`config.mk`:
```
export PLATFORM = sky130hd
export DESIGN_NAME = pll_lock_monitor
export DESIGN_NICKNAME = d
export VERILOG_FILES = /design/src/rtl/pll_lock_monitor.sv
export SDC_FILE = /design/constraint.sdc
export NUM_CORES = 1
export LEC_CHECK = 0
export ABC_CLOCK_PERIOD_IN_PS = 2750
export BUFFER_PORTS_ARGS = -buffer_cell sky130_fd_sc_hd__buf_2
export CAP_MARGIN = 20
export CORE_ASPECT_RATIO = 2
export CORE_UTILIZATION = 61
export CTS_BUF_LIST = sky130_fd_sc_hd__clkbuf_2 sky130_fd_sc_hd__clkbuf_4 sky130_fd_sc_hd__clkbuf_8
export DETAILED_ROUTE_END_ITERATION = 6
export PLACE_DENSITY = 0.79
export SLEW_MARGIN = 20
export SYNTH_ARGS = -nofsm -noshare
export SYNTH_HDL_FRONTEND = slang
export SYNTH_SLANG_ARGS = --single-unit
```
`constraint.sdc`:
```
create_clock -name I_clk -period 2.75 [get_ports I_clk]
set_input_delay 0.275 -clock I_clk [delete_from_list [all_inputs] [get_ports I_clk]]
set_output_delay 0.275 -clock I_clk [all_outputs]
set_load 0.02 [all_outputs]
```
`src/rtl/pll_lock_monitor.sv`:
```
// PLL lock qualifier: drives the PLL reset, filters raw lock in both directions,
// retries a bounded number of times on lock timeout and then flags a sticky failure.
module pll_lock_monitor #(
  parameter int unsigned LOCK_STABLE_CYCLES   = 1024,
  parameter int unsigned UNLOCK_FILTER_CYCLES = 4,
  parameter int unsigned PLL_RST_CYCLES       = 64,
  parameter int unsigned LOCK_TIMEOUT_CYCLES  = 65536,
  parameter int unsigned MAX_RETRY            = 7
) (
  input  logic       I_clk,
  input  logic       I_rst_n,
  input  logic       I_pll_lock_raw,
  output logic       O_pll_rst,
  output logic       O_pll_lock,
  output logic       O_lock_lost,
  output logic [2:0] O_retry_cnt,
  output logic       O_fail
);

  localparam int unsigned QW = $clog2(LOCK_STABLE_CYCLES + 1);
  localparam int unsigned UW = $clog2(UNLOCK_FILTER_CYCLES + 1);
  localparam int unsigned PW = $clog2(PLL_RST_CYCLES + 1);
  localparam int unsigned TW = $clog2(LOCK_TIMEOUT_CYCLES + 1);
  localparam int unsigned RW = 3;

  typedef enum logic [2:0] {
    ST_PLL_RST   = 3'd0,
    ST_WAIT_LOCK = 3'd1,
    ST_QUALIFY   = 3'd2,
    ST_LOCKED    = 3'd3,
    ST_FAIL      = 3'd4
  } state_e;

  state_e          state_q, state_d;
  logic            sync1_q, sync1_d;
  logic            sync2_q, sync2_d;
  logic [PW-1:0]   rst_cnt_q, rst_cnt_d;
  logic [TW-1:0]   to_cnt_q, to_cnt_d;
  logic [QW-1:0]   qual_cnt_q, qual_cnt_d;
  logic [UW-1:0]   unl_cnt_q, unl_cnt_d;
  logic            pll_rst_q, pll_rst_d;
  logic            pll_lock_q, pll_lock_d;
  logic            lock_lost_q, lock_lost_d;
  logic [RW-1:0]   retry_q, retry_d;
  logic            fail_q, fail_d;
  logic            sync_lock;

  assign sync_lock = sync2_q;

  // State and output registers; synchronizer flops are reset as well.
  always_ff @(posedge I_clk) begin
    if (!I_rst_n) begin
      state_q     <= ST_PLL_RST;
      sync1_q     <= 1'b0;
      sync2_q     <= 1'b0;
      rst_cnt_q   <= '0;
      to_cnt_q    <= '0;
      qual_cnt_q  <= '0;
      unl_cnt_q   <= '0;
      pll_rst_q   <= 1'b1;
      pll_lock_q  <= 1'b0;
      lock_lost_q <= 1'b0;
      retry_q     <= '0;
      fail_q      <= 1'b0;
    end else begin
      state_q     <= state_d;
      sync1_q     <= sync1_d;
      sync2_q     <= sync2_d;
      rst_cnt_q   <= rst_cnt_d;
      to_cnt_q    <= to_cnt_d;
      qual_cnt_q  <= qual_cnt_d;
      unl_cnt_q   <= unl_cnt_d;
      pll_rst_q   <= pll_rst_d;
      pll_lock_q  <= pll_lock_d;
      lock_lost_q <= lock_lost_d;
      retry_q     <= retry_d;
      fail_q      <= fail_d;
    end
  end

  // Next-state and next-output logic.
  always_comb begin
    state_d     = state_q;
    sync1_d     = I_pll_lock_raw;
    sync2_d     = sync1_q;
    rst_cnt_d   = rst_cnt_q;
    to_cnt_d    = to_cnt_q;
    qual_cnt_d  = qual_cnt_q;
    unl_cnt_d   = unl_cnt_q;
    pll_rst_d   = pll_rst_q;
    pll_lock_d  = pll_lock_q;
    lock_lost_d = 1'b0;
    retry_d     = retry_q;
    fail_d      = fail_q;

    case (state_q)
      ST_PLL_RST: begin
        pll_rst_d  = 1'b1;
        pll_lock_d = 1'b0;
        if (rst_cnt_q == PW'(PLL_RST_CYCLES - 1)) begin
          state_d    = ST_WAIT_LOCK;
          pll_rst_d  = 1'b0;
          rst_cnt_d  = '0;
          to_cnt_d   = '0;
          qual_cnt_d = '0;
        end else begin
          rst_cnt_d = rst_cnt_q + PW'(1);
        end
      end

      ST_WAIT_LOCK, ST_QUALIFY: begin
        pll_rst_d = 1'b0;
        to_cnt_d  = to_cnt_q + TW'(1);
        if (sync_lock) begin
          qual_cnt_d = qual_cnt_q + QW'(1);
          state_d    = ST_QUALIFY;
        end else begin
          qual_cnt_d = '0;
          state_d    = ST_WAIT_LOCK;
        end
        // Qualification takes priority over a coincident timeout.
        if (sync_lock && (qual_cnt_q == QW'(LOCK_STABLE_CYCLES - 1))) begin
          state_d    = ST_LOCKED;
          pll_lock_d = 1'b1;
          retry_d    = '0;
          qual_cnt_d = '0;
          to_cnt_d   = '0;
          unl_cnt_d  = '0;
        end else if (to_cnt_q == TW'(LOCK_TIMEOUT_CYCLES - 1)) begin
          to_cnt_d   = '0;
          qual_cnt_d = '0;
          pll_rst_d  = 1'b1;
          if (({1'b0, retry_q} + 4'd1) < 4'(MAX_RETRY)) begin
            retry_d   = retry_q + RW'(1);
            rst_cnt_d = '0;
            state_d   = ST_PLL_RST;
          end else begin
            retry_d = RW'(MAX_RETRY);
            fail_d  = 1'b1;
            state_d = ST_FAIL;
          end
        end
      end

      ST_LOCKED: begin
        pll_rst_d = 1'b0;
        if (sync_lock) begin
          unl_cnt_d = '0;
        end else if (unl_cnt_q == UW'(UNLOCK_FILTER_CYCLES - 1)) begin
          state_d     = ST_PLL_RST;
          pll_lock_d  = 1'b0;
          lock_lost_d = 1'b1;
          pll_rst_d   = 1'b1;
          rst_cnt_d   = '0;
          unl_cnt_d   = '0;
        end else begin
          unl_cnt_d = unl_cnt_q + UW'(1);
        end
      end

      ST_FAIL: begin
        fail_d     = 1'b1;
        pll_rst_d  = 1'b1;
        pll_lock_d = 1'b0;
      end

      default: begin
        state_d    = ST_PLL_RST;
        pll_rst_d  = 1'b1;
        pll_lock_d = 1'b0;
        rst_cnt_d  = '0;
        to_cnt_d   = '0;
        qual_cnt_d = '0;
        unl_cnt_d  = '0;
      end
    endcase
  end

  assign O_pll_rst   = pll_rst_q;
  assign O_pll_lock  = pll_lock_q;
  assign O_lock_lost = lock_lost_q;
  assign O_retry_cnt = retry_q;
  assign O_fail      = fail_q;

endmodule

```
Yosys cells after proc, flatten, opt, wreduce, memory -nomap -nowiden
Index checks and enable logic that the tools add are counted.
Word-level totals
  output and inout port bits: 7
  flip-flop bits (word level): 50
  input bits: 3
Cells by class
  bitwise operators: 3
  multiplexer cells: 45
  reduce and logical (&&, ||, !) cells: 15
  add/sub/neg operators: 6
  equality and inequality tests: 16
  order comparisons: 1
Operator list (count)
  $mux W17: 3
  $pmux W17 S3: 1
  $mux W11: 4
  $mux W7: 6
  $mux W3: 12
  $pmux W11 S3: 1
  $pmux W7 S4: 1
  $add A17 B1 Y17 const B: 1
  $eq A17 B16 Y1 const B: 1
  $ne A2 B2 Y1 const B: 8
  $pmux W3 S4: 1
  $add A11 B1 Y11 const B: 1
  $eq A11 B10 Y1 const B: 1
  $mux W1: 11
  $eq A3 B2 Y1 const B: 3
  $pmux W3 S3: 1
  $reduce_and A2 Y1: 4
  $reduce_and A4 Y1: 2
  $add A7 B1 Y7 const B: 1
  $eq A7 B6 Y1 const B: 1
  $add A3 B1 Y3 const B: 2
  $reduce_and A6 Y1: 1
  $reduce_or A2 Y1: 3
  $add A3 B1 Y4 const B: 1
  11 further kinds: 15

Depth between registers and ports, before layout
Gate-level depths: netlist of run 1.
  depth after elaboration: 6
  depth in mapped cells: 7
  depth with buffers taken out: 6

Worst setup path after synthesis of run 1
No wires, ideal clock.
  path type: reg-to-reg
  start: register to_cnt_q[0]
  end: register rst_cnt_q[2]
  setup time: 140 ps
  data arrival time: 1809 ps
  buffers on the path: 1
  cell stages (with the launch flop): 8
  period minus slack after synthesis: 1950 ps
  path slack: 800 ps
  cell sequence: dfxtp_1 > ha_1 > nand3_1 > nor3_4 > buf_6 > a31oi_1 > nor3b_2 > a311oi_1
Between the ends
  cells in the longest elaborated chain, start to end: 3
Ends and longest elaborated chain
  start, declared: line 38  | logic [TW-1:0] to_cnt_q, to_cnt_d;
  start signal, assigned: line 70  | to_cnt_q <= to_cnt_d;
  $eq A17 B16 Y1: line 129  | end else if (to_cnt_q == TW'(LOCK_TIMEOUT_CYCLES - 1)) begin
  $ne A2 B2 Y1 (no line)
  $reduce_and A6 Y1 (no line)
  end signal, assigned: line 69  | rst_cnt_q <= rst_cnt_d;
  end, declared: line 37  | logic [PW-1:0] rst_cnt_q, rst_cnt_d;
Every way passes these cells.
A chain may end at the register's enable or synchronous reset.

Final worst setup path of run 1
  start: register to_cnt_q[11]
  end: register to_cnt_q[13]
Between the ends
  cells in the longest elaborated chain, start to end: 4
  elaborated cells between the ends (all ways): 5
  classes of those cells: 1 x add/sub; 1 x eq/ne; 3 x mux
Ends and longest elaborated chain
  $add A17 B1 Y17 or $eq A17 B16 Y1 (tied branches): line 113, 129
  $mux W17 (*): line 129
  $mux W17 (*): line 122  | if (sync_lock && (qual_cnt_q == QW'(LOCK_STABLE_CYCLES - 1))) begin
  $pmux W17 S3 (*): line 96  | case (state_q)
Mark *: on every way between the ends. The rest lies on a longest branch, timed or not.

==> out/results.ini, run 1 <==
[cts]
clockBufferDepth=2
cts_sinks=50
hold_buffers=0
cts_setup_buffers=0
cts_root_buffer=clkbuf_8
cts.reportedPaths.clkPinSlew_ps=90
cts-resized-gates=0
cts_tree=done
clkLatencyLatePin_ps=310
ctsHtreeMaxLevel=2
cts-buffers-inserted=5

[cells_and_area]
layout-drive-gt1-share=0.119
layout.cells.non_filler=362
area_delta_synth_final_pct=8.75
nets=318
diodes=0
final_cell_area_sq_um=2750

[global_routing]
grt_overflow_total=0
grt.total_usage=0.309
grt_max_degree=23
grt_pass1_vias=2218
antenna_found_initial=0
busiest_layer=met2
grt_pass1_wl_um=9830
use_met3=0.0849
use_met2=0.525
grt_util_met1=0.315

[timing]
finalWorstSetupSlack_ps=534
setup_viol=0
slew_violations=0
slew-limit-headroom=0.444
tns_ps=0
min_period_over_period=0.806
timing.fmax_mhz=451
rsz0062_at_grt=no
worst_slew_pin_slew_ps=831
min_period_ps=2220
finalClockSkew_ps=7.48
final-hold-violation-count=0

[synthesis]
synthArstFlopShare=0
synth_warnings=0
postSynthRegisterBits=50
syn_area_sq_um=2530
synth_edf_count=0
yosysSeqAreaShare=0.395
post_synth.cell_area_avg_sq_um=8.41
syn_nets=309
yosysUniqueCellTypes=53
synth-main-ff-cell=dfxtp_1
synth_cells=301

[critical_path]
cp.arrival_ps=2460
worstRegToRegCells=5
path_class=reg -> reg
cp-end-kind=flop
cp-start-kind=flop
path_max_fanout=19
worstPathRequired_ps=2990

[flow_run]
cap_viol_max_count=0

[power]
p_clk_frac=0.444
p_total_mw=1.38
pwr-share-comb=0.024
irDropWorstVdd_uv=440
p_leak_nw=0.976
netSwitchingFraction=0.200
pwr-share-seq=0.532
p_int_mw=1.10
switchingPower_mw=0.275
power_density_nw_per_um2=500

[min_path]
min_path_cells=2
min_path_type=in -> reg

[place]
port_buffers=9
dp.cells=354
pre_cts_slack_ps=575
routabilityCongestion=0.845
dp_hpwl_um=4210
post_dp_cell_area_sq_um=2620

[floorplan]
core_sq_um=3920
die_y_um=93.1
die_area_sq_um=4430
start_util=0.645
die_x_um=47.6
ioPinCount=10
rows=32

[drt]
antenna_left=0
routed_wl_um=5810
remaining_drc_errors=0
via_per_inst=6.29
route.detailed.wl_per_inst_um=16.0
first_iter_violations=91
vias=2278
first_pass_iters=4

[outcome]
status=finished, final reports clean

-- cells in the mapped netlist (all sizes together) (6+ instances only) --
| cell | number | area, sq um |
|---|---|---|
| clkbuf | 9 | 33.8 |
| o21ai | 17 | 85.1 |
| a31oi | 8 | 50.1 |
| nor3 | 8 | 56.3 |
| o311ai | 8 | 100 |
| dfxtp | 50 | 1000 |
| a21oi | 19 | 95.1 |
| nand4 | 10 | 62.6 |
| nand2 | 43 | 161 |
| nor2 | 26 | 97.6 |
| xor2 | 6 | 52.6 |
| nand3 | 22 | 123 |
-- area by class of cell --
class                   count  area (sq um)
multi-input cells         232          1440
fillers                   361          1170
flip-flops and latches     50          1000
repair buffers             16          97.6
clock buffers               5          68.8
clock inverters             3          68.8
well taps                  51          63.8
inverters                   5          18.8
-- through the flow --
step / hold WS, ps / utilization
floorplan: 402 / -
global placement: 414 / 0.667
detailed placement: 422 / 0.667
CTS: 169 / 0.702
global route: 180 / 0.702
finish: 175 / 0.702
-- critical path: stages, from the launching register on --
cell,delay (ps)
dfxtp_1,360
and2_4,180
and4b_1,320
a211oi_4,780
o21ai_0,330
nor2_1,180
-- logic make-up after synthesis --
kind of cell | count (synthesis) | synth area share
and+or+nand+nor | 145 | 0.299
AOI/OAI and AO/OA | 73 | 0.211
DFF | 50 | 0.395
buffers and inverters | 19 | 0.0380
xor gates and xnor gates | 8 | 0.0277
adders and majority gates | 5 | 0.0247
muxes | 1 | 0.00395
-- power by group through the flow --
| stage | logic (mW) | clock network, mW | registers, mW |
|---|---|---|---|
| after floorplan | 0.0226 | 0 | 0.749 |
| after global placement | 0.0322 | 0 | 0.749 |
| after detailed placement | 0.0330 | 0 | 0.750 |
| after CTS | 0.0333 | 0.619 | 0.733 |
| after global routing | 0.0370 | 0.654 | 0.734 |
| final | 0.0332 | 0.612 | 0.732 |
-- flip-flops by register name, summed over array words and instances, names as in the netlist --
| signal | cells |
|---|---|
| sync2_q | 1 |
| sync1_q | 1 |
| unl_cnt_q | 3 |
| rst_cnt_q | 7 |
| O_retry_cnt | 3 |
| O_fail | 1 |
| qual_cnt_q | 11 |
| to_cnt_q | 17 |
| O_pll_lock | 1 |
| state_q | 3 |
| O_lock_lost | 1 |
| O_pll_rst | 1 |
-- routing by layer --
metal	vias up	wire (um)	share of wire
li1	1130	-	-
met1	1072	2290	0.39
met2	57	3090	0.53
met3	19	206	0.035
met4	0	214	0.037
met5	-	0	0
-- placed cells by master, fill, tap and decap left out, types with 5 or more instances in the layout --
cell,count
nor3_1,6
a21oi_1,19
dfxtp_1,50
buf_2,9
clkbuf_8,5
a31oi_1,8
buf_4,7
inv_1,5
nand4b_1,5
nand2_1,43
ha_1,5
nand3_1,21
and3_1,5
nand4_1,10
o21ai_0,17
nor2_1,26
xor2_1,6
-- final timing paths --
path	to	slack, ps	start
hold / removal	sync1_q	170	I_pll_lock_raw
hold reg to reg	sync2_q	440	sync1_q
setup / recovery	to_cnt_q[13]	530	to_cnt_q[11]
setup reg to reg	to_cnt_q[13]	530	to_cnt_q[11]
Power figures use the tool's default switching activity.
==> inputs of run 2 (changes only) <==
ABC_CLOCK_PERIOD_IN_PS = 1780   (was 2750)
CORE_UTILIZATION = 57   (was 61)
PLACE_DENSITY = 0.77   (was 0.79)
clock period = 1.78 ns   (was 2.75 ns; I/O delays follow)
==> run 2 against run 1 <==
Net effect: the flow now finishes with violations (negative setup slack); fmax is 19% higher; clock skew rose by 3.1 ps; flip-flop and latch count stayed put; clock power grew 7.5%; critical path depth up 4; global-route usage about the same; wire length up 32%; die area is 6.8% higher; setup slack got worse by 620 ps.
==> out/results.ini, run 2 (synthesis results as in run 1) <==
[floorplan]
rows=34
die_x_um=49.1
die_area_sq_um=4730
ioPinCount=10
core_sq_um=4300
start_util=0.589
die_y_um=96.3

[critical_path]
cp-end-kind=flop
worstPathRequired_ps=1970
path_class=reg -> reg
cp.arrival_ps=2060
path_max_fanout=5
cp-start-kind=flop

[drt]
antenna_left=0
top_layer=met4
wl_met2_um=4300
met1_length_um=2670
vias=2688
route.detailed.wl_per_inst_um=18.0
first_pass_iters=5
first_iter_violations=104
remaining_drc_errors=0
via_per_inst=6.28
met3WireLength_um=357
routed_wl_um=7700

[power]
power_density_nw_per_um2=540
irDropWorstVdd_uv=935
p_leak_nw=1.33

[timing]
slew_violations=0
slew-limit-headroom=0.728
worst_slew_pin_slew_ps=407
rsz0062_at_grt=yes
tns_ps=-113
min_period_ps=1870
setup_viol=2
min_period_over_period=1.05
finalClockSkew_ps=10.6
finalWorstSetupSlack_ps=-89.7
timing.fmax_mhz=535
final-hold-violation-count=0

[global_routing]
grt_pass1_wl_um=11100
antenna_found_initial=0
grt.total_usage=0.309
grt_max_degree=14
grt_overflow_total=0
grt_pass1_vias=2585

[cells_and_area]
layout-drive-gt1-share=0.340
fin_util=0.803
area_delta_synth_final_pct=36.2
fillerInstances=254
final_common_cell=buf_4
multi_input_area_sq_um=1610
diodes=0
top_regs=to_cnt_q: 17 flops, qual_cnt_q: 11 flops, rst_cnt_q: 7 flops
largest_reg_flops=17
nets=382
layout_common_cells=56 x buf_4, 44 x dfxtp_1, 42 x nand2_1
regArea_sq_um=1010
top_register=to_cnt_q

[cts]
clkLatencyLatePin_ps=310
hold_buffers=0
ctsHtreeMaxLevel=2
cts-buffers-inserted=5
cts.reportedPaths.clkPinSlew_ps=90
cts_root_buffer=clkbuf_8
cts_sinks=50
cts_tree=done
clockBufferDepth=2

[place]
port_buffers=9
routabilityCongestion=0.914
dp_hpwl_um=4780

[outcome]
status=finished with violations
violations=negative setup slack

[flow_run]
cap_viol_max_count=0

[min_path]
min_path_type=in -> reg

run 2: cell count changes in the layout (fill, tap and decap cells not counted), moves of 4 or more:
cell     delta
buf_4      +49
o21ai_0     -4
dfxtp_1     -6
buf_6      +12
dfxtp_2     +6
run 2: worst max-delay path: stages, from the launching register on:
cell	delay, ps
dfxtp_2	370
ha_4	150
nand3_4	80
buf_6	130
nor3_4	320
a211oi_4	70
buf_6	150
buf_6	120
a32oi_1	260
nor2_1	90
run 2: power by group:
group          internal [mW]  switching, mW
combinational         0.0279         0.0434
clock                  0.302          0.356
sequential              1.13        0.00639
run 2: final cells by class:
class	count	share of cell area
inverters	5	0.00544
clock buffers	7	0.0243
multi-input cells	232	0.467
repair buffers	80	0.192
flip-flops and latches	50	0.292
well taps	54	0.0196
run 2: metal layers:
layer / vias to the layer above / GRT usage
met3: 39 / 0.0632
met4: 0 / 0.203
li1: 1259 / -
met2: 99 / 0.595
met1: 1291 / 0.283
met5: - / 0
run 2: stage by stage:
| step | cell area, sq um | cells | setup slack, ps | power (mW) | hold WS, ps |
|---|---|---|---|---|---|
| 3_5_place_dp | 3110 | 411 | -146 | 1.22 | 388 |
| 4_1_cts | 3270 | 422 | 2.35 | 1.87 | 74.5 |
| 6_report | 3450 | 428 | -89.7 | 1.86 | 75.8 |
| 3_3_place_gp | 3110 | 411 | -24.6 | 1.22 | 383 |
| 5_1_grt | 3450 | 428 | -130 | 1.92 | 95.1 |
| 2_1_floorplan | 2580 | 301 | 3.55 | 1.19 | 305 |
run 2: worst paths after layout:
kind | start | endpoint | slack [ps] | cells after the start
worst min register to register | unl_cnt_q[2] | unl_cnt_q[2] | 450 | 1
worst min-delay path | I_pll_lock_raw | sync1_q | 80 | 2
worst max register to register | qual_cnt_q[0] | qual_cnt_q[1] | -90 | 9
worst max-delay path | qual_cnt_q[0] | qual_cnt_q[1] | -90 | 9
run 2: repair_timing:
action                                  4_1_cts  5_1_grt
gates resized for setup                      10       38
pin swaps                                     7       13
buffers inserted                              5        9
endpoints found under the setup margin       22       41
==> inputs of run 3 (changes only) <==
CTS_BUF_LIST = sky130_fd_sc_hd__clkbuf_2   (was sky130_fd_sc_hd__clkbuf_2 sky130_fd_sc_hd__clkbuf_4 sky130_fd_sc_hd__clkbuf_8)
==> run 3 against run 2 <==
Net effect: the run still ends with negative setup slack left; register-to-register slack better by 40 ps; setup slack better by 42 ps; via count is 3.9% lower; sequential share of layout area is 0.61 points higher; combinational power is 2% higher; cell count is 0.47% lower; hold slack worse by 16 ps; wire length is 12% lower; count of clock-buffer cells in the layout stayed put; critical path type unchanged; largest power group unchanged.
==> out/results.ini, run 3 (synthesis results as in run 1) <==
[global_routing]
grt_overflow_total=0
grt_pass1_wl_um=10600
grt_pass1_vias=2549
antenna_found_initial=0
grt_max_degree=14
grt.total_usage=0.293

[power]
switchingPower_mw=0.389
p_leak_nw=1.31
netSwitchingFraction=0.235
p_int_mw=1.26
pwr-share-seq=0.688
pwr-share-comb=0.044
p_clk_frac=0.268
irDropWorstVdd_uv=454
power_density_nw_per_um2=489
p_total_mw=1.65

[min_path]
hp-start=I_rst_n
min_path_type=in -> reg

[cells_and_area]
nets=380
diodes=0
largest_reg_flops=17
layout-drive-gt1-share=0.328
top_regs=to_cnt_q: 17 flops, qual_cnt_q: 11 flops, rst_cnt_q: 7 flops
layout_common_cells=60 x buf_4, 45 x dfxtp_1, 42 x nand2_1
area_delta_synth_final_pct=33.2
final_cell_area_sq_um=3370
top_register=to_cnt_q
final_common_cell=buf_4
fillerInstances=284

[critical_path]
cp-end-kind=flop
cp.arrival_ps=2160
cp_cell_sequence=ha_4 > nand3_4 > buf_4 > nor3_4 > a211oi_4 > bufbuf_16 > a32oi_2 > nor2_1
crit_family=simple AND/OR/NAND/NOR gates
worstPathRequired_ps=2110
cp-startpoint=qual_cnt_q[0]
critPathMaxStageDelay_ps=410
slowest_stage=dfxtp_2
reg2reg_from=qual_cnt_q[0]
crit_buf_inv=2
cp-start-kind=flop
path_class=reg -> reg
path_max_fanout=8

[cts]
clkLatencyLatePin_ps=430
cts_sinks=50
cts-buffers-inserted=5
clockBufferDepth=2
cts_root_buffer=clkbuf_2
cts.reportedPaths.clkPinSlew_ps=230
cts_tree=done
ctsHtreeMaxLevel=2

[floorplan]
rows=34
ioPinCount=10
die_y_um=96.3
die_area_sq_um=4730
die_x_um=49.1
start_util=0.589
core_sq_um=4300

[timing]
final-hold-violation-count=0
slew_violations=0
min_period_ps=1830
slew-limit-headroom=0.749
setup_viol=1
timing.fmax_mhz=547
finalClockSkew_ps=29.9
min_period_over_period=1.03
finalWorstSetupSlack_ps=-47.9
rsz0062_at_grt=yes
worst_slew_pin_slew_ps=376
tns_ps=-47.9

[drt]
first_iter_violations=90
antenna_left=0
vias=2583
remaining_drc_errors=0
first_pass_iters=4
via_per_inst=6.06
route.detailed.wl_per_inst_um=15.9
routed_wl_um=6790

[place]
port_buffers=9
post_dp_cell_area_sq_um=3110
pre_cts_slack_ps=-146
routabilityCongestion=0.914
dp_hpwl_um=4780

[flow_run]
cap_viol_max_count=0

[outcome]
status=finished with violations
violations=negative setup slack

run 3: through the flow:
| stage | hold WS, ps | cells | utilization |
|---|---|---|---|
| after floorplan | 305 | 301 | - |
| after global placement | 383 | 411 | 0.723 |
| after detailed placement | 388 | 411 | 0.723 |
| after CTS | 47.4 | 424 | 0.758 |
| after global routing | 62.4 | 426 | 0.785 |
| final | 59.4 | 426 | 0.785 |
run 3: path summary, 6_finish.rpt:
check | depth (start not counted) | to | slack [ps]
max | 8 | qual_cnt_q[1] | -50
min | 3 | rst_cnt_q[6] | 60
max reg2reg | 8 | qual_cnt_q[1] | -50
min reg2reg | 2 | rst_cnt_q[6] | 450
run 3: worst min-delay path, cell delays in order:
cell and delay, ps:
buf_2 160, nand2_1 80, a21oi_1 30
run 3: power groups by stage:
stage               Sequential, mW  Combinational [mW]  Clock, mW
floorplan                     1.16              0.0349          0
global placement              1.16              0.0629          0
detailed placement            1.16              0.0640          0
CTS                           1.14              0.0677      0.451
global route                  1.14              0.0789      0.482
finish                        1.14              0.0726      0.442
run 3: metal layers:
metal / GRT usage / share of wire
met1: 0.274 / 0.37
met2: 0.576 / 0.56
met3: 0.0458 / 0.039
met4: 0.176 / 0.028
met5: 0 / 0
run 3: final cells by class:
cell class | count | area, sq um | share of cell area
clock buffer | 7 | 35.0 | 0.0104
sequential | 50 | 1010 | 0.299
tap | 54 | 67.6 | 0.0200
timing repair buffer | 78 | 643 | 0.191
inverter | 5 | 18.8 | 0.00556
multi-input combinational | 232 | 1600 | 0.475
run 3: repair_timing:
| item | 4_1_cts | 5_1_grt |
|---|---|---|
| hold buffers | 1 | 0 |
| buffers inserted | 5 | 3 |
| gates cloned | 1 | 0 |
| pin swaps | 8 | 10 |
| endpoints found under the setup margin | 27 | 40 |
| resized for setup | 11 | 22 |
| endpoints found under the hold margin | 1 | 0 |
